### src/rtl/height_pkg.sv
// Shared types for the height history blocks.
//   HEIGHT_W / HIST_DEPTH : sample width and history length
//   height_t              : one height sample in inches
//   hist_state_t          : recorder save-sequence states
//   abs_diff()            : unsigned |a - b| without wrap
package height_pkg;

    localparam int unsigned HEIGHT_W   = 8;
    localparam int unsigned HIST_DEPTH = 10;
    localparam int unsigned RUN_W      = 4;
    localparam int unsigned COUNT_W    = 4;

    typedef logic [HEIGHT_W-1:0] height_t;

    typedef enum logic [1:0] {
        HS_IDLE   = 2'd0,
        HS_ARMED  = 2'd1,
        HS_COMMIT = 2'd2
    } hist_state_t;

    // max - min, so the result never wraps
    function automatic height_t abs_diff(input height_t a, input height_t b);
        return (a > b) ? height_t'(a - b) : height_t'(b - a);
    endfunction

endpackage

### src/rtl/button_debounce.sv
// Synchronizes and debounces an active-low push button.
//   clk, reset_n : clock, async active-low reset
//   btn_raw      : raw button level, asynchronous to clk
//   btn_stable   : debounced button level (idles high)
//   press        : one-cycle pulse on a debounced high-to-low transition
module button_debounce #(
    parameter int unsigned DEBOUNCE_CYCLES = 1048576
) (
    input  logic clk,
    input  logic reset_n,
    input  logic btn_raw,
    output logic btn_stable,
    output logic press
);

    localparam int unsigned CNT_W = (DEBOUNCE_CYCLES > 1) ? $clog2(DEBOUNCE_CYCLES) : 1;
    localparam logic [CNT_W-1:0] CNT_LAST = CNT_W'(DEBOUNCE_CYCLES - 1);

    logic             sync_1;
    logic             sync_2;
    logic             prev;
    logic [CNT_W-1:0] cnt;

    // Two-flop synchronizer, then accept a new level only after it persists
    always_ff @(posedge clk or negedge reset_n) begin
        if (!reset_n) begin
            sync_1     <= 1'b1;
            sync_2     <= 1'b1;
            btn_stable <= 1'b1;
            prev       <= 1'b1;
            cnt        <= '0;
        end else begin
            sync_1 <= btn_raw;
            sync_2 <= sync_1;
            prev   <= btn_stable;
            if (sync_2 != btn_stable) begin
                if (cnt == CNT_LAST) begin
                    btn_stable <= sync_2;
                    cnt        <= '0;
                end else begin
                    cnt <= cnt + CNT_W'(1);
                end
            end else begin
                cnt <= '0;
            end
        end
    end

    // Derived only from flops, so it is a clean single-cycle pulse
    assign press = prev & ~btn_stable;

endmodule

### src/rtl/height_history_recorder.sv
// Records stable height readings into a newest-first 10-entry history.
//   clk, reset_n          : clock, async active-low reset
//   save_btn              : raw active-low save button
//   clear                 : synchronous history wipe (highest priority)
//   height_in/height_valid: measured height and its one-cycle strobe
//   hist_0..hist_9        : saved heights, hist_0 newest
//   entry_count           : valid entries, saturating at 10
//   busy                  : save armed or committing
//   saved / save_fail     : one-cycle pulses on commit / timeout abort
module height_history_recorder
    import height_pkg::*;
#(
    parameter int unsigned DEBOUNCE_CYCLES = 1048576,
    parameter int unsigned STABLE_SAMPLES  = 4,
    parameter int unsigned TOLERANCE       = 1,
    parameter int unsigned TIMEOUT_CYCLES  = 24000000
) (
    input  logic                clk,
    input  logic                reset_n,
    input  logic                save_btn,
    input  logic                clear,
    input  logic [HEIGHT_W-1:0] height_in,
    input  logic                height_valid,
    output logic [HEIGHT_W-1:0] hist_0,
    output logic [HEIGHT_W-1:0] hist_1,
    output logic [HEIGHT_W-1:0] hist_2,
    output logic [HEIGHT_W-1:0] hist_3,
    output logic [HEIGHT_W-1:0] hist_4,
    output logic [HEIGHT_W-1:0] hist_5,
    output logic [HEIGHT_W-1:0] hist_6,
    output logic [HEIGHT_W-1:0] hist_7,
    output logic [HEIGHT_W-1:0] hist_8,
    output logic [HEIGHT_W-1:0] hist_9,
    output logic [COUNT_W-1:0]  entry_count,
    output logic                busy,
    output logic                saved,
    output logic                save_fail
);

    localparam int unsigned TMR_W = (TIMEOUT_CYCLES > 1) ? $clog2(TIMEOUT_CYCLES) : 1;
    localparam logic [TMR_W-1:0]   TMR_LAST   = TMR_W'(TIMEOUT_CYCLES - 1);
    localparam logic [RUN_W-1:0]   RUN_TARGET = RUN_W'(STABLE_SAMPLES);
    localparam height_t            TOL        = HEIGHT_W'(TOLERANCE);
    localparam logic [COUNT_W-1:0] COUNT_MAX  = COUNT_W'(HIST_DEPTH);

    logic press;
    logic btn_unused;

    button_debounce #(
        .DEBOUNCE_CYCLES(DEBOUNCE_CYCLES)
    ) u_debounce (
        .clk       (clk),
        .reset_n   (reset_n),
        .btn_raw   (save_btn),
        .btn_stable(btn_unused),
        .press     (press)
    );

    hist_state_t                  state, state_nxt;
    logic [TMR_W-1:0]             timer, timer_nxt;
    logic [RUN_W-1:0]             run_cnt, run_nxt, run_upd;
    height_t                      ref_q, ref_nxt, ref_upd;
    height_t                      commit_q, commit_nxt;
    height_t [HIST_DEPTH-1:0]     hist_q, hist_nxt;
    logic [COUNT_W-1:0]           count_nxt;
    logic                         busy_nxt, saved_nxt, fail_nxt;

    // State and datapath registers
    always_ff @(posedge clk or negedge reset_n) begin
        if (!reset_n) begin
            state       <= HS_IDLE;
            timer       <= '0;
            run_cnt     <= '0;
            ref_q       <= '0;
            commit_q    <= '0;
            hist_q      <= '0;
            entry_count <= '0;
            busy        <= 1'b0;
            saved       <= 1'b0;
            save_fail   <= 1'b0;
        end else begin
            state       <= state_nxt;
            timer       <= timer_nxt;
            run_cnt     <= run_nxt;
            ref_q       <= ref_nxt;
            commit_q    <= commit_nxt;
            hist_q      <= hist_nxt;
            entry_count <= count_nxt;
            busy        <= busy_nxt;
            saved       <= saved_nxt;
            save_fail   <= fail_nxt;
        end
    end

    // Next-state and output logic
    always_comb begin
        state_nxt  = state;
        timer_nxt  = timer;
        run_nxt    = run_cnt;
        ref_nxt    = ref_q;
        run_upd    = run_cnt;
        ref_upd    = ref_q;
        commit_nxt = commit_q;
        hist_nxt   = hist_q;
        count_nxt  = entry_count;
        saved_nxt  = 1'b0;
        fail_nxt   = 1'b0;

        case (state)
            HS_IDLE: begin
                // Holding these at zero gives a clean run on entry to ARMED
                timer_nxt = '0;
                run_nxt   = '0;
                ref_nxt   = '0;
                if (press) begin
                    state_nxt = HS_ARMED;
                end
            end

            HS_ARMED: begin
                timer_nxt = timer + TMR_W'(1);
                if (height_valid) begin
                    if (height_in == '0) begin
                        run_upd = '0;
                        ref_upd = '0;
                    end else if (run_cnt == '0 || abs_diff(height_in, ref_q) > TOL) begin
                        run_upd = RUN_W'(1);
                        ref_upd = height_in;
                    end else begin
                        run_upd = run_cnt + RUN_W'(1);
                    end
                    run_nxt = run_upd;
                    ref_nxt = ref_upd;
                end
                // A qualifying sample beats a simultaneous timeout
                if (height_valid && run_upd == RUN_TARGET) begin
                    commit_nxt = height_in;
                    state_nxt  = HS_COMMIT;
                end else if (timer == TMR_LAST) begin
                    fail_nxt  = 1'b1;
                    state_nxt = HS_IDLE;
                end
            end

            HS_COMMIT: begin
                hist_nxt  = {hist_q[HIST_DEPTH-2:0], commit_q};
                count_nxt = (entry_count == COUNT_MAX) ? entry_count
                                                       : entry_count + COUNT_W'(1);
                saved_nxt = 1'b1;
                state_nxt = HS_IDLE;
            end

            default: begin
                state_nxt = HS_IDLE;
            end
        endcase

        if (clear) begin
            state_nxt = HS_IDLE;
            timer_nxt = '0;
            run_nxt   = '0;
            ref_nxt   = '0;
            hist_nxt  = '0;
            count_nxt = '0;
            saved_nxt = 1'b0;
            fail_nxt  = 1'b0;
        end

        busy_nxt = (state_nxt != HS_IDLE);
    end

    assign hist_0 = hist_q[0];
    assign hist_1 = hist_q[1];
    assign hist_2 = hist_q[2];
    assign hist_3 = hist_q[3];
    assign hist_4 = hist_q[4];
    assign hist_5 = hist_q[5];
    assign hist_6 = hist_q[6];
    assign hist_7 = hist_q[7];
    assign hist_8 = hist_q[8];
    assign hist_9 = hist_q[9];

endmodule

### config.mk
export PLATFORM = sky130hd
export DESIGN_NAME = height_history_recorder
export DESIGN_NICKNAME = d
export VERILOG_FILES = /design/src/rtl/height_pkg.sv /design/src/rtl/button_debounce.sv /design/src/rtl/height_history_recorder.sv
export SDC_FILE = /design/constraint.sdc
export NUM_CORES = 1
export LEC_CHECK = 0
export CORE_UTILIZATION = 60
export CTS_CLUSTER_DIAMETER = 50
export DETAILED_ROUTE_END_ITERATION = 8
export GPL_TIMING_DRIVEN = 0
export HOLD_SLACK_MARGIN = 0.06
export PLACE_DENSITY = 0.85
export SLEW_MARGIN = 20
export SYNTH_ARGS = -nofsm -noshare
export SYNTH_HDL_FRONTEND = slang
export SYNTH_HIERARCHICAL = 1
export SYNTH_SLANG_ARGS = --single-unit
### constraint.sdc
create_clock -name clk -period 5.3 [get_ports clk]
set_input_delay 1.06 -clock clk [delete_from_list [all_inputs] [get_ports clk]]
set_output_delay 1.06 -clock clk [all_outputs]
set_load 0.01 [all_outputs]
Word level (Yosys, flattened, before mapping)
Cells that the tools add are included.

storage, ports and cells
  flip-flop bits (word level) = 158
  input bits = 13
  word-level logic and storage cells = 88

operators by class
  $add $sub $neg = 6
  magnitude comparators = 2
  equality and inequality tests = 10
  muxes and demuxes = 32
  bitwise gates (word level) = 2
  reduce and logical (&&, ||, !) cells = 12

operator list
  kind                   number
  $mux 80                2
  $pmux 25 s2            1
  $mux 20                2
  $mux 8                 5
  $mux 4                 8
  $add 25x1->25 const B  1
  $eq 25x25->1 const B   1
  $mux 25                1
  $add 20x1->20 const B  1
  $eq 20x20->1 const B   1
  $pmux 8 s2             1
  $sub 8x8->8            2
  $add 4x1->4 const B    2
  $gt 8x1->1 const B     1
  $gt 8x8->1             1
  $logic_not 8->1        1
  $mux 2                 4
  $pmux 4 s2             1
  $mux 1                 6
  $reduce_and 2->1       3
  $eq 4x3->1 const B     1
  $eq 4x4->1 const B     1
  $logic_not 4->1        1
  $ne 4x4->1 const B     1
  other kinds (14)       15

Logic depth before layout (Yosys ltp)
  depth after elaboration = 14
  gate-level depth with buffers = 12

Hierarchy
Netlist, hierarchy kept.

modules (own cells, without submodules)
  module                   times used  cells each  area each (sq um)  seq. area each (sq um)
  height_history_recorder  1           606         6389.9             3353.2
  button_debounce          1           117         1177.4             605.6

Least setup slack after synthesis
Ideal clock, no wire load.

  path type = input to register
  from = in height_in[0]
  to = reg commit_q[0]
  setup time = 125 ps
  arrival = 3817 ps
  required time = 5175 ps
  setup slack = 1358 ps
  cell stages on the path = 10
  cells stage by stage = ha_1 > inv_1 > fa_1 > a21o_1 > a21o_1 > a211o_1 > a2111o_1 > o32a_1 > nor4_4 > mux2_2

on the way
  cells in the longest elaborated chain, start to end = 11
  elaborated cells on any way between the ends = 14
  those cells by class = add/sub: 2; order compare: 2; eq/ne: 1; mux: 5; reduce/logical: 4

RTL lines
  item                                       RTL line                        text
  start, declared                            height_history_recorder.sv:22   input logic [HEIGHT_W-1:0] height_in,
  $sub 8x8->8 or $gt 8x8->1 (tied branches)  height_pkg.sv:23                return (a > b) ? height_t'(a - b) : height_t'(b - a);
  $mux 8                                     height_pkg.sv:23
  $gt 8x1->1                                 height_history_recorder.sv:126  end else if (run_cnt == '0 || abs_diff(height_in, ref_q) > TOL) begin
  $logic_or 1x1->1                           height_history_recorder.sv:126
  $mux 4                                     height_history_recorder.sv:126
  $mux 4                                     height_history_recorder.sv:123  if (height_in == '0) begin
  $mux 4                                     --
  $mux 4                                     height_history_recorder.sv:109  case (state)
  $eq 4x3->1                                 height_history_recorder.sv:136  if (height_valid && run_upd == RUN_TARGET) begin
  $logic_and 1x1->1                          height_history_recorder.sv:136
  $reduce_and 2->1 (no source line)          --
  end signal, assigned                       height_history_recorder.sv:86   commit_q <= commit_nxt;
  end, declared                              height_history_recorder.sv:63   height_t commit_q, commit_nxt;

Several ways; a longest one is shown, not always the timed one. The select of a mux whose other input is x is not followed.
A chain may end at the register's enable or synchronous reset.

Worst setup path in the final report
  from = in height_in[0]
  to = reg commit_q[4]

on the way
  cells in the longest elaborated chain, start to end = 11
  elaborated cells on any way between the ends = 14
  those cells by class = add/sub: 2; order compare: 2; eq/ne: 1; mux: 5; reduce/logical: 4

RTL lines
  item                                       RTL line
  $sub 8x8->8 or $gt 8x8->1 (tied branches)  height_pkg.sv:23
  $mux 8                                     height_pkg.sv:23
  $gt 8x1->1                                 height_history_recorder.sv:126
  $logic_or 1x1->1                           height_history_recorder.sv:126
  $mux 4                                     height_history_recorder.sv:126
  $mux 4 (*)                                 height_history_recorder.sv:123
  $mux 4 (*)                                 --
  $mux 4 (*)                                 height_history_recorder.sv:109
  $eq 4x3->1 (*)                             height_history_recorder.sv:136
  $logic_and 1x1->1 (*)                      height_history_recorder.sv:136
  $reduce_and 2->1 (no source line) (*)      --

Every way passes the cells marked *; elsewhere a longest branch is shown, timed or not. The select of a mux whose other input is x is not followed.

==> impl_metrics.yaml <==
timing:
  setup_viol: 0
  rsz0062_at_grt: "no"
  hold_viol: 0
  fin_worst_skew_ps: 9.89
  min_period_ps: 4530
  final_max_slew_viol_count: 0
  period_share_pct: 85.5
  slew-limit-headroom_pct: 35.5
  fmax_ghz: 0.221
  tightestPinTransition_ps: 958
synthesis:
  synth_top_family_by_area: "compound AO/OA/AOI/OAI gates"
  ys_top_cells_by_area: "dfrtp_1 (51%), a22o_1 (9.4%), o21ai_0 (3.5%), ha_1 (3.5%), nand2_1 (3.0%)"
  synth_area_um2: 7570
  synth_compound_area_share_pct: 20.8
  ys_ff_latch: 158
  synthCells: 723
  synth_warnings: 6
  syn_nets: 759
  synth-edff-count: 0
  synthAdderAreaFrac_pct: 4.00
  synthXorXnorAreaFrac_pct: 2.43
  synth-main-ff-cell: "dfrtp_1"
  muxShareOfSynthArea_pct: 1.49
  yosys.area.top_type: "dfrtp_1"
  synth.avg_cell_area_um2: 10.5
  async_flop_share_pct: 100
  seq_area_frac_synth_pct: 52.3
  synth-simple-area-share_pct: 15.3
  synth_cell_types: 59
  synth_top_area_share_pct: 50.9
floorplanning:
  ios: 100
  initial_core_util_pct: 62.2
  rows: 40
  core_um2: 12200
  die_x_um: 114
  dieHeight_um: 114
  fp.dieArea_um2: 13100
layout:
  final_nets: 878
  fin_cells: 1023
  stdcell_area_um2: 9370
  layout_commonest_cell: "dfrtp_1"
  drive_above_1_share_pct: 7.84
  diodes: 0
  finish.utilization_pct: 77.0
  layout_common_cells: "dfrtp_1 (154), clkdlybuf4s50_1 (98), a22o_1 (81)"
  syn2layout_area_growth_pct: 23.8
route:
  first_pass_iters: 6
  routed_wl_mm: 19.6
  drc: 0
  vias: 6474
  vias_per_cell: 6.33
  drt_iter0_drc: 697
  routedWlPerCell_um: 19.1
  drtAntennaViolNets: 0
cts:
  cts_hold_buf: 0
  post-cts-setup-buffers: 0
  cts.path.max_buffers: 2
  tritoncts: "built"
  cts_made_buffers: 17
  clkTransAtPathRegs_ps: 70
  cts.root.buffer_cell: "clkbuf_16"
  ctsHtreeMaxLevel: 4
  insertion_delay_ps: 430
  cts_num_sinks: 158
  ctsResizeCount: 0
grt:
  grt_overflow: 0
  grt_use_total_pct: 31.8
  grt_max_degree: 95
  met1_usage_pct: 41.9
  grt_pass1_wl_mm: 32.1
  busiest_layer: "met2"
  met2_usage_pct: 52.8
  grt_util_met3_pct: 5.77
  antenna_found_initial: 0
  grt_pass1_vias: 6216
pwr:
  p_leak_nw: 4.05
  ir_drop_mv: 0.256
  p_per_area_nw_per_um2: 266
placement:
  place_area_um2: 8800
  dpl.cell_count: 991
  dpl.hpwl_mm: 13.4
  gp_congestion: 0.847
  port_buffers: 99
setup_path:
  critical_path_required_ps: 5610
  path_class: "in2reg"
  critPathArrivalTime_ps: 4840
  start_kind: "primary input"
  worstSetupEndpointType: "flip-flop"
  cp_max_fo: 8
run:
  cap_viol_max_count: 0
min_path:
  min_path_type: "reg2reg"
status:
  status: "complete, no violations"
power by group:
part           switching (W)  internal [W]
registers         0.00000317       0.00121
logic              0.0000727     0.0000333
clock network       0.000510      0.000668
metrics by stage:
| step | hold slack [ps] | setup slack (ps) | power, W | setup TNS [ps] |
|---|---|---|---|---|
| finish | 348 | 768 | 0.00250 | 0 |
| global route | 356 | 638 | 0.00258 | 0 |
| CTS | 350 | 824 | 0.00251 | 0 |
| detailed placement | 347 | 370 | 0.00134 | 0 |
| global placement | 346 | -2920 | 0.00134 | -451740 |
| floorplan | 345 | 1360 | 0.00128 | 0 |
logic make-up after synthesis:
kind of cell	count (synthesis)
AO/OA/AOI/OAI	220
buffers and inverters	71
adder cells (fa/ha/maj)	23
XOR/XNOR	21
flip-flops	158
multiplexers	10
AND/OR/NAND/NOR	220
worst max-delay path, stage by stage:
cell and delay (ps):
clkdlybuf4s50_1 620, ha_1 260, inv_1 70, fa_1 410
a21o_1 180, a21o_1 200, a211o_1 270, a2111o_1 440
o32a_1 400, nor4_4 540, mux2_2 400
final timing paths:
| kind | startpoint | endpoint | slack (ps) | cells after the start |
|---|---|---|---|---|
| setup / recovery | height_in[0] | commit_q[4]$_DFFE_PN0P_ | 770 | 11 |
| hold / removal | u_debounce/sync_1$_DFF_PN1_ | u_debounce/sync_2$_DFF_PN1_ | 350 | 0 |
| setup reg to reg | ref_q[0]$_DFFE_PN0P_ | commit_q[4]$_DFFE_PN0P_ | 1560 | 11 |
| hold reg to reg | u_debounce/sync_1$_DFF_PN1_ | u_debounce/sync_2$_DFF_PN1_ | 350 | 0 |
| max in group asynchronous | reset_n | u_debounce/sync_1$_DFF_PN1_ | 3910 | 2 |
| min in group asynchronous | reset_n | hist_9[3]$_DFFE_PN0P_ | 570 | 1 |
area by class of cell:
type | count | area [um2]
Inverter | 32 | 120
Clock buffer | 19 | 443
Fill cell | 802 | 2790
Tap cell | 168 | 210
Buffer | 39 | 163
Multi-Input combinational cell | 494 | 3330
Sequential cell | 158 | 3960
Timing Repair Buffer | 100 | 1020
Clock inverter | 13 | 124
synthesized netlist by cell type (all sizes together), types with 3 or more instances:
cell,instances
nand4,19
buf,6
xnor2,14
a22o,81
o21ai,54
dfrtp,154
clkbuf,33
or3,8
or2,3
nor4,12
o211ai,10
nor2b,4
a211o,3
o22ai,3
a21o,6
o31ai,5
or4,5
and2,3
nor3,17
xor2,7
nand2b,5
a21oi,27
a31oi,10
a211oi,3
and3,6
nor2,39
ha,21
nand2,60
mux2,10
nand3,31
dfstp,4
inv,32
layer usage:
| layer | up-vias | part of all wire, % |
|---|---|---|
| li1 | 2928 | - |
| met1 | 3216 | 43 |
| met2 | 284 | 49 |
| met3 | 46 | 5.9 |
| met4 | 0 | 2.7 |
| met5 | - | 0 |
state kept, by name, indices dropped and copies added, names as in the netlist, 8 cells and up:
| register | cells |
|---|---|
| timer | 25 |
| u_debounce/cnt | 20 |
| commit_q | 8 |
| hist_0 | 8 |
| hist_1 | 8 |
| hist_2 | 8 |
| hist_3 | 8 |
| hist_4 | 8 |
| hist_5 | 8 |
| hist_6 | 8 |
| hist_7 | 8 |
| hist_8 | 8 |
| hist_9 | 8 |
| ref_q | 8 |
Power figures use the tool's default switching activity.
